`src/rtl/gfx_flash_dma_pkg.sv`:
```
// rtl/gfx_flash_dma_pkg.sv - shared register map, control/status bits and FSM encoding for gfx_flash_dma
package gfx_flash_dma_pkg;

    // CPU register offsets
    localparam logic [3:0] REG_DEST   = 4'h0;
    localparam logic [3:0] REG_COUNT  = 4'h1;
    localparam logic [3:0] REG_CTRL   = 4'h2;
    localparam logic [3:0] REG_STATUS = 4'h3;
    localparam logic [3:0] REG_REMAIN = 4'h4;

    // CTRL write bits
    localparam int CTRL_START    = 0;
    localparam int CTRL_ABORT    = 1;
    localparam int CTRL_CLR_DONE = 2;

    // STATUS read bits
    localparam int STAT_BUSY    = 0;
    localparam int STAT_DONE    = 1;
    localparam int STAT_ABORTED = 2;

    // Transfer FSM: wait for low byte, wait for high byte, write word
    typedef enum logic [1:0] {
        ST_IDLE = 2'd0,
        ST_LO   = 2'd1,
        ST_HI   = 2'd2,
        ST_WR   = 2'd3
    } state_t;

endpackage

```
`src/rtl/gfx_flash_dma.sv`:
```
// rtl/gfx_flash_dma.sv - CPU-programmed DMA packing flash bytes into 16-bit graphics memory writes
module gfx_flash_dma
    import gfx_flash_dma_pkg::*;
#(
    parameter int BITS         = 16,
    parameter int ADDRESS_BITS = 4
) (
    input  logic                    CLK,
    input  logic                    RSTb,
    input  logic [ADDRESS_BITS-1:0] ADDRESS,
    input  logic [BITS-1:0]         DATA_IN,
    output logic [BITS-1:0]         DATA_OUT,
    input  logic                    WR,
    input  logic [7:0]              flash_byte,
    input  logic                    flash_byte_valid,
    output logic                    flash_byte_ready,
    output logic [BITS-1:0]         flash_dma_address,
    output logic [BITS-1:0]         flash_dma_data,
    output logic                    flash_dma_wvalid,
    input  logic                    flash_dma_wready,
    output logic                    busy,
    output logic                    done_irq
);

    state_t                  state;
    state_t                  state_next;

    logic [BITS-1:0]         dest;
    logic [BITS-1:0]         count;
    logic [BITS-1:0]         remain;
    logic [BITS-1:0]         wptr;
    logic [BITS-1:0]         word;
    logic                    done;
    logic                    aborted;
    logic [ADDRESS_BITS-1:0] addr_q;

    logic                    wr_dest;
    logic                    wr_count;
    logic                    wr_ctrl;
    logic                    start_cmd;
    logic                    abort_cmd;
    logic                    clr_cmd;
    logic                    byte_fire;
    logic                    write_fire;
    logic                    launch;
    logic                    zero_done;
    logic                    finish;
    logic                    abort_now;

    // CPU write decode; ABORT dominates START within the same CTRL write
    always_comb begin
        wr_dest    = WR && (ADDRESS == ADDRESS_BITS'(REG_DEST));
        wr_count   = WR && (ADDRESS == ADDRESS_BITS'(REG_COUNT));
        wr_ctrl    = WR && (ADDRESS == ADDRESS_BITS'(REG_CTRL));
        start_cmd  = wr_ctrl && DATA_IN[CTRL_START] && !DATA_IN[CTRL_ABORT];
        abort_cmd  = wr_ctrl && DATA_IN[CTRL_ABORT];
        clr_cmd    = wr_ctrl && DATA_IN[CTRL_CLR_DONE];
        byte_fire  = flash_byte_ready && flash_byte_valid;
        write_fire = flash_dma_wvalid && flash_dma_wready;
        launch     = (state == ST_IDLE) && start_cmd && (count != '0);
        zero_done  = (state == ST_IDLE) && start_cmd && (count == '0);
        finish     = (state == ST_WR) && write_fire && (remain == BITS'(1)) && !abort_cmd;
        abort_now  = (state != ST_IDLE) && abort_cmd;
    end

    // FSM state register
    always_ff @(posedge CLK or negedge RSTb) begin
        if (!RSTb) begin
            state <= ST_IDLE;
        end else begin
            state <= state_next;
        end
    end

    // FSM next-state logic; abort returns to idle from any busy state
    always_comb begin
        state_next = state;
        case (state)
            ST_IDLE: if (launch) state_next = ST_LO;
            ST_LO: begin
                if (abort_cmd)      state_next = ST_IDLE;
                else if (byte_fire) state_next = ST_HI;
            end
            ST_HI: begin
                if (abort_cmd)      state_next = ST_IDLE;
                else if (byte_fire) state_next = ST_WR;
            end
            ST_WR: begin
                if (abort_cmd)       state_next = ST_IDLE;
                else if (write_fire) state_next = (remain == BITS'(1)) ? ST_IDLE : ST_LO;
            end
            default: state_next = ST_IDLE;
        endcase
    end

    // FSM outputs: byte port open only while collecting, write port only in WR
    always_comb begin
        flash_byte_ready = (state == ST_LO) || (state == ST_HI);
        flash_dma_wvalid = (state == ST_WR);
        busy             = (state != ST_IDLE);
    end

    // CPU-visible configuration registers, writable at any time
    always_ff @(posedge CLK or negedge RSTb) begin
        if (!RSTb) begin
            dest  <= '0;
            count <= '0;
        end else begin
            if (wr_dest)  dest  <= DATA_IN;
            if (wr_count) count <= DATA_IN;
        end
    end

    // Transfer datapath: pointer, remaining count and little-endian byte packer
    always_ff @(posedge CLK or negedge RSTb) begin
        if (!RSTb) begin
            wptr   <= '0;
            remain <= '0;
            word   <= '0;
        end else begin
            if (launch) begin
                wptr   <= dest;
                remain <= count;
            end else if (write_fire) begin
                wptr   <= wptr + 1'b1;
                remain <= remain - 1'b1;
            end
            if (byte_fire && (state == ST_LO)) word[7:0]  <= flash_byte;
            if (byte_fire && (state == ST_HI)) word[15:8] <= flash_byte;
        end
    end

    // Sticky status flags and completion pulse; completion beats CLR_DONE
    always_ff @(posedge CLK or negedge RSTb) begin
        if (!RSTb) begin
            done     <= 1'b0;
            aborted  <= 1'b0;
            done_irq <= 1'b0;
        end else begin
            done_irq <= finish || zero_done;
            if (launch)                   done <= 1'b0;
            else if (finish || zero_done) done <= 1'b1;
            else if (clr_cmd)             done <= 1'b0;
            if (launch)         aborted <= 1'b0;
            else if (abort_now) aborted <= 1'b1;
            else if (clr_cmd)   aborted <= 1'b0;
        end
    end

    // Read address is registered, giving one cycle of read latency
    always_ff @(posedge CLK or negedge RSTb) begin
        if (!RSTb) begin
            addr_q <= '0;
        end else begin
            addr_q <= ADDRESS;
        end
    end

    // Read data mux from the registered address
    always_comb begin
        DATA_OUT = '0;
        case (addr_q)
            ADDRESS_BITS'(REG_DEST):   DATA_OUT = dest;
            ADDRESS_BITS'(REG_COUNT):  DATA_OUT = count;
            ADDRESS_BITS'(REG_STATUS): begin
                DATA_OUT[STAT_BUSY]    = busy;
                DATA_OUT[STAT_DONE]    = done;
                DATA_OUT[STAT_ABORTED] = aborted;
            end
            ADDRESS_BITS'(REG_REMAIN): DATA_OUT = remain;
            default:                   DATA_OUT = '0;
        endcase
    end

    assign flash_dma_address = wptr;
    assign flash_dma_data    = word;

endmodule
```
`config.mk`:
```
export PLATFORM = sky130hd
export DESIGN_NAME = gfx_flash_dma
export DESIGN_NICKNAME = d
export VERILOG_FILES = /design/src/rtl/gfx_flash_dma_pkg.sv /design/src/rtl/gfx_flash_dma.sv
export SDC_FILE = /design/constraint.sdc
export NUM_CORES = 1
export LEC_CHECK = 0
export BUFFER_PORTS_ARGS = -buffer_cell sky130_fd_sc_hd__clkbuf_2
export CAP_MARGIN = 30
export CORE_UTILIZATION = 55
export CTS_CLUSTER_DIAMETER = 60
export DETAILED_ROUTE_END_ITERATION = 7
export MAX_ROUTING_LAYER = met4
export PLACE_DENSITY = 0.76
export SYNTH_ARGS = -nofsm -noshare
export SYNTH_HDL_FRONTEND = slang
export SYNTH_SLANG_ARGS = --single-unit
```
`constraint.sdc`:
```
create_clock -name CLK -period 2.9 [get_ports CLK]
set_clock_uncertainty 0.1 [all_clocks]
set_input_delay 0.145 -clock CLK [delete_from_list [all_inputs] [get_ports CLK]]
set_output_delay 0.145 -clock CLK [all_outputs]
set_load 0.01 [all_outputs]
```
Word level (Yosys, flattened, before mapping)
Cells that the tools add are included.
{"block": "totals", "ff_bits": 89, "inputBits": 33, "output_inout_bits": 52, "word_cells": 78}
{"block": "classes", "add_sub_neg": 2, "n_eq_ne": 13, "muxes": 20, "n_reduce_logical": 32}
{"op": "$mux W16", "count": 4}
{"op": "$pmux W13 S3", "count": 1}
{"op": "$logic_and A1 B1 Y1", "count": 18}
{"op": "$add A16 B1 Y16 const B", "count": 1}
{"op": "$eq A16 B1 Y1 const B", "count": 1}
{"op": "$logic_not A16 Y1", "count": 1}
{"op": "$reduce_bool A16 Y1", "count": 1}
{"op": "$sub A16 B1 Y16 const B", "count": 1}
{"op": "$mux W2", "count": 7}
{"op": "$pmux W3 S4", "count": 1}
{"op": "$eq A4 B1 Y1 const B", "count": 2}
{"op": "$eq A4 B2 Y1 const B", "count": 2}
{"op": "$logic_not A4 Y1", "count": 2}
{"op": "$pmux W2 S4", "count": 1}
{"op": "$mux W1", "count": 6}
{"op": "$ne A3 B3 Y1 const B", "count": 2}
{"op": "$reduce_bool A3 Y1", "count": 2}
{"op": "$eq A2 B2 Y1 const B", "count": 2}
{"op": "$eq A4 B3 Y1 const B", "count": 1}
{"op": "$reduce_and A4 Y1", "count": 1}
{"op": "$reduce_bool A2 Y1", "count": 2}
{"op": "$ne A3 B1 Y1 const B", "count": 1}
{"op": "$eq A2 B1 Y1 const B", "count": 1}
{"op": "$logic_not A1 Y1", "count": 2}
{"op": "3 further kinds", "count": 4}

Logic depth before layout (Yosys ltp)
Gate-level depths: netlist of the first run.
{"block": "depth", "depth_word": 9, "mapped_depth": 8, "ltp_nobuf": 6}

Least setup slack after synthesis of the first run
Ideal clock, no wire load.
{"block": "synth_path", "kind": "reg2reg", "from": "register state[0]", "to": "register remain[11]", "setup_time_ns": 0.082, "arrival_time_ns": 2.162, "slack_ns": 0.556, "stages_incl_launch_ff": 8, "path_buffers": 2, "period_less_slack_ns": 2.344, "path_cell_list": "dfrtp_1 ha_1 clkbuf_1 nand2_2 or4_1 clkbuf_1 or3_2 a31oi_1"}
{"block": "synth_between", "word_cells_on_any_way": 7, "classes_between": "1 x eq/ne; 1 x mux; 5 x reduce/logical"}
{"item": "from (decl)", "line_no": "gfx_flash_dma.sv:25", "source": "state_t state;"}
{"item": "from (signal assigned)", "line_no": "gfx_flash_dma.sv:71", "source": "state <= state_next;"}
{"item": "$eq A2 B2 Y1", "line_no": "gfx_flash_dma.sv:99", "source": "flash_dma_wvalid = (state == ST_WR);"}
{"item": "net flash_dma_wvalid", "line_no": "gfx_flash_dma.sv:19", "source": "output logic flash_dma_wvalid,"}
{"item": "$logic_and A1 B1 Y1", "line_no": "gfx_flash_dma.sv:59", "source": "write_fire = flash_dma_wvalid && flash_dma_wready;"}
{"item": "$reduce_bool A2 Y1 (no line)"}
{"item": "to (signal assigned)", "line_no": "gfx_flash_dma.sv:123", "source": "remain <= count;"}
{"item": "to (signal assigned)", "line_no": "gfx_flash_dma.sv:126", "source": "remain <= remain - 1'b1;"}
{"item": "to (decl)", "line_no": "gfx_flash_dma.sv:30", "source": "logic [BITS-1:0] remain;"}
The timed path passes the listed nets, and every way through them passes these cells.
A chain may end at the register's enable or synchronous reset.

Worst setup path in the final report of the first run
{"block": "layout_path", "from": "register remain[3]", "to": "register remain[13]"}
{"block": "layout_between", "elab_chain_len": 3}
{"item": "$sub A16 B1 Y16", "line_no": "gfx_flash_dma.sv:126"}
{"item": "$mux W16", "line_no": "gfx_flash_dma.sv:124", "source": "end else if (write_fire) begin"}
{"item": "$mux W16", "line_no": "gfx_flash_dma.sv:121", "source": "if (launch) begin"}
No other way between the ends. The select of a mux whose other input is x is not followed.

==> results of run 1 <==
## registers in the layout (all words and copies together), names as in the netlist
register	flops
count	16
done	1
dest	16
flash_dma_address	16
flash_dma_data	16
remain	16
done_irq	1
aborted	1
state	2
addr_q	4
## report_power, final
group	total (mW)	internal [mW]	switching, mW
Sequential	2.07	1.64	0.426
Clock	0.880	0.446	0.433
Combinational	1.40	0.740	0.664
Total	4.35	2.83	1.52
## cell type report
type / instances / area, um2
Clock buffer: 12 / 155
Clock inverter: 4 / 51.3
Fill cell: 586 / 2270
Inverter: 20 / 75.1
Multi-Input combinational cell: 259 / 2080
Sequential cell: 89 / 2230
Tap cell: 102 / 128
Timing Repair Buffer: 123 / 786
## worst max-delay path, stage by stage, from the launching register on
cell,delay [ns]
dfrtp_1,0.46
or4_1,0.66
or2_1,0.37
or4_1,0.54
a31oi_1,0.19
## worst max-delay path by stage
| stage | start | endpoint | slack [ns] |
|---|---|---|---|
| finish | remain[3] | remain[13] | 0.50 |
| global route | remain[3] | remain[15] | 0.40 |
| CTS | remain[7] | remain[13] | 0.53 |
| detailed placement | remain[3] | remain[13] | 0.55 |
| global placement | remain[12] | done | 0.61 |
| floorplan | state[0] | remain[11] | 0.56 |
## metal layers
layer  share of wire (%)  global-route usage (%)  up-vias
li1                    -                       -     1704
met1                  44                    40.9     1873
met2                  49                    46.0      168
met3                 5.8                    2.99       10
met4                 1.2                    10.5        0
met5                   0                       -        -
## per-stage QoR
| stage | power, mW | instances | hold slack (ns) | utilization, % |
|---|---|---|---|---|
| final | 4.35 | 609 | 0.0434 | 70.8 |
| after global routing | 4.60 | 609 | 0.0213 | 70.8 |
| after CTS | 4.35 | 609 | 0.0235 | 70.8 |
| after detailed placement | 3.44 | 565 | 0.157 | 64.5 |
| after global placement | 3.38 | 565 | 0.156 | 64.5 |
| after floorplan | 2.90 | 387 | -0.251 | - |
## placed cells by master (no fill, tap or decap), drive strengths merged, types with 2 or more instances in the layout
cell         count
buf             12
and3             2
or3b             2
nor2b            2
o22ai            2
or4             10
xnor2           18
clkinv           2
ha               8
nor3            20
nor4b            2
o21ai           10
a222oi          13
mux2i            3
nand3           10
a21oi            9
or3              5
mux2            62
nand4            8
or2              4
o31ai            5
nand2           12
nor4            10
a31oi           12
dlygate4sd3     28
clkbuf          95
a22oi            3
inv             20
and4             5
a2bb2oi          2
nor2             7
dfrtp           89
## what timing repair did
| item | in CTS | in global routing |
|---|---|---|
| hold buffers | 28 | 0 |
| endpoints found under the hold margin | 106 | 0 |
| endpoints found under the setup margin | 0 | 0 |
## kinds of logic after synthesis
group | count (synthesis)
simple gates | 106
flops | 89
mux | 65
compound gates | 61
buf+inv | 39
xor+xnor | 19
fa+ha+maj | 8
==> out/metrics.yaml, run 1 <==
detailed_routing:
  dr.pass1.iters: 6
  drt_iter0_markers: 441
  wl_per_cell_um: 18.7
  drt_wl_total_um: 11400
  ant_nets: 0
  num_vias: 3755
  drc: 0
  viasPerCell: 6.17
die:
  start_util_pct: 57.2
  dieArea_um2: 8440
  fp.dieH_um: 91.9
  io_pins: 85
  fp.dieW_um: 91.9
  fp-row-count: 32
  coreArea_um2: 7770
sta:
  hold_violations: 0
  worst_pin_slew_ns: 0.863
  setup_viol: 0
  post-route-period-util_pct: 82.8
  period_minus_slack_ns: 2.40
  tns_ns: 0
  setup_ws_ns: 0.498
  slew_headroom_pct: 42.4
  max_freq_mhz: 416
  maxSlewViolCount: 0
  rsz0062_at_grt: "no"
global_route:
  grt_overflow: 0
  grt_pass1_vias: 3718
  grt_max_degree: 59
  track_usage_pct: 29.6
  antenna_found_initial: 0
  grt_pass1_wl_um: 18900
clocking:
  clk_latency_ns: 0.35
  cts.sinks: 89
  clk_pin_slew_ns: 0.08
  ctsResizeCount: 0
  post_cts_buffers: 0
  root_buffer: "clkbuf_8"
  cts_buffers: 9
  cts_tree: "done"
  clock_path_buffers: 2
  h-tree-depth: 3
synth:
  ys_async_sr_fraction_pct: 100
  netlist_instances: 387
  synth_edf_count: 0
  synth.most_common_cell: "dfrtp_1"
  syn-cell-area_um2: 4440
  syn_avg_cell_area_um2: 11.5
  synth_largest_area_cell: "dfrtp_1"
  synthSimpleGateAreaFrac_pct: 14.3
  yosysTopAreaCellShare_pct: 50.1
  yosysUniqueCellTypes: 49
  ys_seq_elements: 89
  synth-compound-area-share_pct: 9.77
  yosys-mux-area-fraction_pct: 16.4
  synth_fa_ha_area_share_pct: 2.25
  synth_top_family_by_area: "multiplexers"
  syn_nets: 428
  synth_xor_area_share_pct: 3.75
  synthTopCellsByArea: "dfrtp_1 50%, mux2_2 16%, xnor2_1 3.5%"
  synth_ff_type: "dfrtp_1"
  synth_warnings: 0
  seq_area_frac_synth_pct: 50.1
  yosys-top-cells-count: "89 x dfrtp_1, 62 x mux2_2, 20 x inv_1"
status:
  status: "finished, final reports clean"
placement:
  pre_cts_slack_ns: 0.552
  numPortBuffers: 84
  post_dp_cell_area_um2: 5010
  dp_hpwl_um: 7760
  place.gp.congestion: 0.879
setup_path:
  crit_arrival_ns: 2.57
  cp_max_fo: 8
  rrSetupSlack_ns: 0.50
  startpoint_type: "flop"
  reg2reg_depth: 4
  timing.rr.end: "remain[13]"
  critPathKind: "reg2reg"
  cp.required_ns: 3.07
  cp-end-kind: "flop"
  r2r-start: "remain[3]"
worst_hold_path:
  holdPathEnd: "dest[1]"
  holdCritPathClass: "in2reg"
  holdPathStages: 2
  min_from: "DATA_IN[1]"
flow_run:
  drv_cap: 0
power_and_ir_drop:
  p_leak_nw: 2.57
  ir_drop_mv: 0.504
  power.density_nw_per_um2: 791
layout:
  drive_gt1_share_pct: 36.5
  finalInstanceArea_um2: 5500
  nets: 543
  antenna_cells: 0
  syn_to_final_growth_pct: 23.8
Power figures use the tool's default switching activity.
==> run 2: changes to the inputs <==
==> constraint.sdc (replaced) <==
create_clock -name CLK -period 2.4 [get_ports CLK]
set_clock_uncertainty 0.1 [all_clocks]
set_input_delay 0.12 -clock CLK [delete_from_list [all_inputs] [get_ports CLK]]
set_output_delay 0.12 -clock CLK [all_outputs]
set_load 0.01 [all_outputs]
==> run 2 against run 1 <==
Register-to-register slack got worse by 0.42 ns. Global-route usage increased by 0.14 points. Sequential cell count stayed put. Critical path depth stayed put. Design area is 1.1% higher. Wire length increased by 2.0%. Cell count up 1.3%. First-iteration DRC count fell by 34%. Power up 20%. Sequential share of layout area fell by 0.46 points. Non-clock buffer count up 8. Critical endpoint is now done. Highest routed layer unchanged.
==> out/metrics.yaml, run 2 (synthesis results as in run 1) <==
status:
  status: "finished, final reports clean"
layout:
  postLayoutCoreUtil_pct: 71.6  # +0.81 points
  antenna_cells: 0  # unchanged
  nets: 551  # +1.5%
  drive_gt1_share_pct: 37.3  # +0.79 points
  layout_commonest_cell: "dfrtp_1"
  mostFrequentLayoutCells: "89 x dfrtp_1, 83 x clkbuf_2, 62 x mux2_2"
  num-fill-cells: 577  # -1.5%
  syn_to_final_growth_pct: 25.2
clocking:
  h-tree-depth: 3  # unchanged
  ctsResizeCount: 0  # unchanged
  cts.sinks: 89  # unchanged
  clk_latency_ns: 0.36  # about the same
  cts_buffers: 9  # unchanged
  clk_pin_slew_ns: 0.08  # about the same
  cts_tree: "done"
  root_buffer: "clkbuf_8"
  clock_path_buffers: 2  # unchanged
worst_hold_path:
  min_from: "flash_dma_wready"
  holdPathStages: 4  # +2
  holdCritPathClass: "in2reg"
  holdPathEnd: "remain[2]"
setup_path:
  startpoint_type: "flop"
  crit_slowest_cell: "or4_1"
  cp-end-kind: "flop"
  crit_chain: "or4_1 > or4b_1 > or4_1 > a31oi_1"
  timing.rr.end: "done"
  reg2reg_depth: 4  # unchanged
  critPathKind: "reg2reg"
  cp_max_fo: 3  # -5
  cp.required_ns: 2.58  # -0.49 ns
  crit_arrival_ns: 2.51  # -0.06 ns
  r2r-start: "remain[14]"
  rrSetupSlack_ns: 0.08  # -0.42 ns
  max_stage_delay_ns: 0.57  # -0.09 ns
  crit_top_cell: "or4_1"
placement:
  dp_hpwl_um: 7990  # +3.1%
  place.gp.congestion: 0.867  # -1.4%
  numPortBuffers: 84  # unchanged
die:
  coreArea_um2: 7770  # unchanged
  fp-row-count: 32  # unchanged
  start_util_pct: 57.2  # unchanged
  io_pins: 85  # unchanged
  dieArea_um2: 8440  # unchanged
  fp.dieW_um: 91.9  # unchanged
  fp.dieH_um: 91.9  # unchanged
global_route:
  use_met2_pct: 49.3  # +3.2 points
  top_usage_layer: "met2"
  gr-usage-met3_pct: 4.31  # +1.3 points
  track_usage_pct: 29.8  # +0.14 points
  antenna_found_initial: 0  # unchanged
  use_met1_pct: 37.7  # -3.2 points
  grt_pass1_wl_um: 18700  # -0.84%
  grt_max_degree: 46  # -22%
  grt_pass1_vias: 3752  # +0.91%
  grt_overflow: 0  # unchanged
power_and_ir_drop:
  power_mw: 5.24  # +20%
  ir_drop_mv: 0.800  # +59%
  power.density_nw_per_um2: 941  # +19%
  p_leak_nw: 2.60  # +1.1%
sta:
  worst_pin_slew_ns: 0.597  # -0.265 ns
  hold_violations: 0  # unchanged
  slew_headroom_pct: 60.2  # +18 points
  maxSlewViolCount: 0  # unchanged
  setup_viol: 0  # unchanged
  tns_ns: 0  # unchanged
  rsz0062_at_grt: "no"
  max_freq_mhz: 430  # +3.3%
  whs_ns: 0.127  # +0.0839 ns
  period_minus_slack_ns: 2.32  # -0.0777 ns
  post-route-period-util_pct: 96.8  # +14 points
detailed_routing:
  num_vias: 3724  # -0.83%
  ant_nets: 0  # unchanged
  wl_per_cell_um: 18.8  # +0.67%
  viasPerCell: 6.04  # -2.1%
  drc: 0  # unchanged
  drt_iter0_markers: 291  # -34%
  drt_wl_total_um: 11600  # +2.0%
  dr.pass1.iters: 5  # -1
flow_run:
  drv_cap: 0  # unchanged
## run 2: report_power, final
group	total, mW	leakage (nW)	switching (mW)	internal (mW)
sequential	2.48	1.11	0.499	1.98
clock	0.954	0.0822	0.544	0.410
combinational	1.80	1.41	0.858	0.942
## run 2: repair_timing
action / 4_1_cts / 5_1_grt
hold endpoints to repair: 96 / 0
hold buffers: 29 / 0
setup buffers: 0 / 0
## run 2: stage by stage
stage	std cells	setup slack (ns)	instance area, um2
6_report	617	0.0756	5560
5_1_grt	617	0.0130	5560
4_1_cts	617	0.0741	5560
3_5_place_dp	572	0.0919	5090
3_3_place_gp	572	0.122	5090
2_1_floorplan	387	0.0558	4440
## run 2: critical path: cells and delay by family (launching register included)
family             cells  cell delay (ns)
AOI/OAI and AO/OA      1             0.14
DFF                    1             0.41
and+or+nand+nor        3             1.61
## run 2: area by class of cell
cell class / instances / area (um2) / area share (%)
sequential: 89 / 2230 / 40.0
multi-input combinational: 259 / 2080 / 37.4
timing repair buffer: 131 / 873 / 15.7
clock buffer: 11 / 141 / 2.54
tap: 102 / 128 / 2.29
inverter: 20 / 75.1 / 1.35
clock inverter: 5 / 40.0 / 0.720
## run 2: per-layer routing
metal / part of all wire (%) / routed length (um)
met5: 0 / 0
met4: 1.5 / 178
met3: 6.9 / 800
met2: 50 / 5810
met1: 41 / 4800
## run 2: worst max path at each step
| stage | from | depth (start not counted) | to | slack (ns) |
|---|---|---|---|---|
| floorplan | state[0] | 7 | remain[11] | 0.06 |
| CTS | remain[14] | 4 | done | 0.07 |
| detailed placement | remain[14] | 4 | done | 0.09 |
| global route | remain[7] | 4 | remain[15] | 0.01 |
| global placement | remain[14] | 4 | done | 0.12 |
| finish | remain[14] | 4 | done | 0.08 |
==> run 3: changes to the inputs <==
--- a/config.mk
+++ b/config.mk
@@ -7,11 +7,11 @@
 export LEC_CHECK = 0
 export BUFFER_PORTS_ARGS = -buffer_cell sky130_fd_sc_hd__clkbuf_2
 export CAP_MARGIN = 30
-export CORE_UTILIZATION = 55
+export CORE_UTILIZATION = 30
 export CTS_CLUSTER_DIAMETER = 60
 export DETAILED_ROUTE_END_ITERATION = 7
 export MAX_ROUTING_LAYER = met4
-export PLACE_DENSITY = 0.76
+export PLACE_DENSITY = 0.46
 export SYNTH_ARGS = -nofsm -noshare
 export SYNTH_HDL_FRONTEND = slang
 export SYNTH_SLANG_ARGS = --single-unit
==> run 3 against run 2 <==
Critical path depth is the same. Sequential power is essentially flat. Core utilization shrank 31 points. Wire length grew 9.6%. Setup slack gained 0.032 ns. Largest cell class unchanged.
==> out/metrics.yaml, run 3 (synthesis results as in run 1) <==
status:
  status: "finished, final reports clean"
sta:
  whs_ns: 0.127  # +0.000127 ns
  period_minus_slack_ns: 2.29  # -0.0323 ns
  worst_pin_slew_ns: 0.548  # -0.0489 ns
  slew_headroom_pct: 63.1  # +2.9 points
  hold_violations: 0  # unchanged
  post-route-period-util_pct: 95.5  # -1.3 points
  maxSlewViolCount: 0  # unchanged
  setup_ws_ns: 0.108  # +0.0323 ns
  rsz0062_at_grt: "no"
  max_freq_mhz: 436  # +1.4%
  tns_ns: 0  # unchanged
  setup_viol: 0  # unchanged
setup_path:
  startpoint_type: "flop"
  critPathKind: "reg2reg"
  crit_slowest_cell: "or4_4"
  cp.required_ns: 2.57  # about the same
  max_stage_delay_ns: 0.55  # -0.02 ns
  cp-end-kind: "flop"
  crit_top_cell: "or4_4"
  crit_chain: "or4_4 > or4b_4 > or4_4 > a31oi_1"
  path_buf_inv: 0  # unchanged
  cp_max_fo: 3  # unchanged
  crit_arrival_ns: 2.46  # -0.05 ns
  critical_path.top_delay_family: "simple AND/OR/NAND/NOR gates"
flow_run:
  drv_cap: 0  # unchanged
detailed_routing:
  wl_per_cell_um: 18.0  # -4.5%
  viasPerCell: 5.18  # -14%
  ant_nets: 0  # unchanged
  drt_wl_total_um: 12700  # +9.6%
  num_vias: 3664  # -1.6%
  dr.pass1.iters: 4  # -1
  drt_iter0_markers: 222  # -24%
  drc: 0  # unchanged
placement:
  place.gp.congestion: 0.807  # -6.9%
  pre_cts_slack_ns: 0.0740  # -0.0179 ns
  dp_hpwl_um: 9120  # +14%
  numPortBuffers: 84  # unchanged
global_route:
  grt_overflow: 0  # unchanged
  grt_pass1_wl_um: 20500  # +9.2%
  grt_pass1_vias: 3777  # +0.67%
  antenna_found_initial: 0  # unchanged
  track_usage_pct: 18.4  # -11 points
  grt_max_degree: 44  # -4.3%
power_and_ir_drop:
  p_leak_nw: 2.74  # +5.3%
  ir_drop_mv: 0.608  # -24%
  power.density_nw_per_um2: 1010  # +7.1%
  power_mw: 5.95  # +14%
layout:
  syn_to_final_growth_pct: 32.9
  postLayoutCoreUtil_pct: 40.8  # -31 points
  drive_gt1_share_pct: 39.3  # +2.0 points
  layout_commonest_cell: "dfrtp_1"
  multi_input_area_um2: 2090  # +0.66%
  antenna_cells: 0  # unchanged
  regArea_um2: 2230  # unchanged
  nets: 560  # +1.6%
  mostFrequentLayoutCells: "89 x dfrtp_1, 83 x clkbuf_2, 62 x mux2_2"
  num-fill-cells: 1431  # +150%
die:
  coreArea_um2: 14500  # +86%
  fp.dieW_um: 124  # +35%
  dieArea_um2: 15300  # +81%
  start_util_pct: 30.7  # -27 points
  fp.dieH_um: 124  # +35%
  io_pins: 85  # unchanged
  fp-row-count: 44  # +38%
clocking:
  root_buffer: "clkbuf_16"
  h-tree-depth: 3  # unchanged
  clk_latency_ns: 0.35  # about the same
  clk_pin_slew_ns: 0.06  # -0.02 ns
  cts_buffers: 9  # unchanged
  cts.sinks: 89  # unchanged
  cts_tree: "done"
  clock_path_buffers: 2  # unchanged
worst_hold_path:
  holdCritPathClass: "in2async"
==> run 3: cell types whose count changed in the layout (fill, tap and decap cells not counted), sizes merged <==
cell      previous run  this run
buf                 19        28
inv                 21        20
bufinv               0         2
clkbuf              94        95
clkinvlp             3         0
clkinv               1         2
==> run 3: cell type report <==
type                       count  share of cell area, %
clock inverter                 4                   1.25
inverter                      20                   1.27
timing repair buffer         140                   15.9
multi-input combinational    259                   35.4
clock buffer                  12                   4.51
tap                          184                   3.90
sequential                    89                   37.7
==> run 3: through the flow <==
stage	instance area, um2	std cells
2_1_floorplan	4440	387
3_3_place_gp	5250	662
3_5_place_dp	5250	662
4_1_cts	5880	707
5_1_grt	5910	708
6_report	5910	708
==> run 3: final timing paths <==
path	from	to	slack (ns)	cells after the start
min in group CLK	flash_dma_wready	remain[2]	0.18	4
max	remain[14]	done	0.11	4
min reg2reg	flash_dma_data[12]	flash_dma_data[12]	0.41	1
max in group asynchronous	RSTb	count[9]	1.44	3
max reg2reg	remain[14]	done	0.11	4
min	RSTb	flash_dma_data[3]	0.13	2
==> run 3: what timing repair did <==
item	CTS	global route
setup endpoints to repair	0	2
setup buffers	0	1
hold buffers	29	0
resized for setup	0	4
hold endpoints to repair	119	0
==> run 3: per-layer routing <==
| metal | wire, um | up-vias | global-route usage [%] | share of wire [%] |
|---|---|---|---|---|
| met5 | 0 | - | - | 0 |
| met4 | 212 | 0 | 6.78 | 1.7 |
| met3 | 463 | 14 | 3.30 | 3.6 |
| met2 | 5960 | 84 | 28.1 | 47 |
| met1 | 6080 | 1840 | 24.4 | 48 |
| li1 | - | 1726 | - | - |
==> run 3: power breakdown <==
group / total (mW) / internal, mW / switching [mW]
logic: 1.91 / 1.01 / 0.902
registers: 2.45 / 1.99 / 0.463
clock network: 1.59 / 0.998 / 0.592
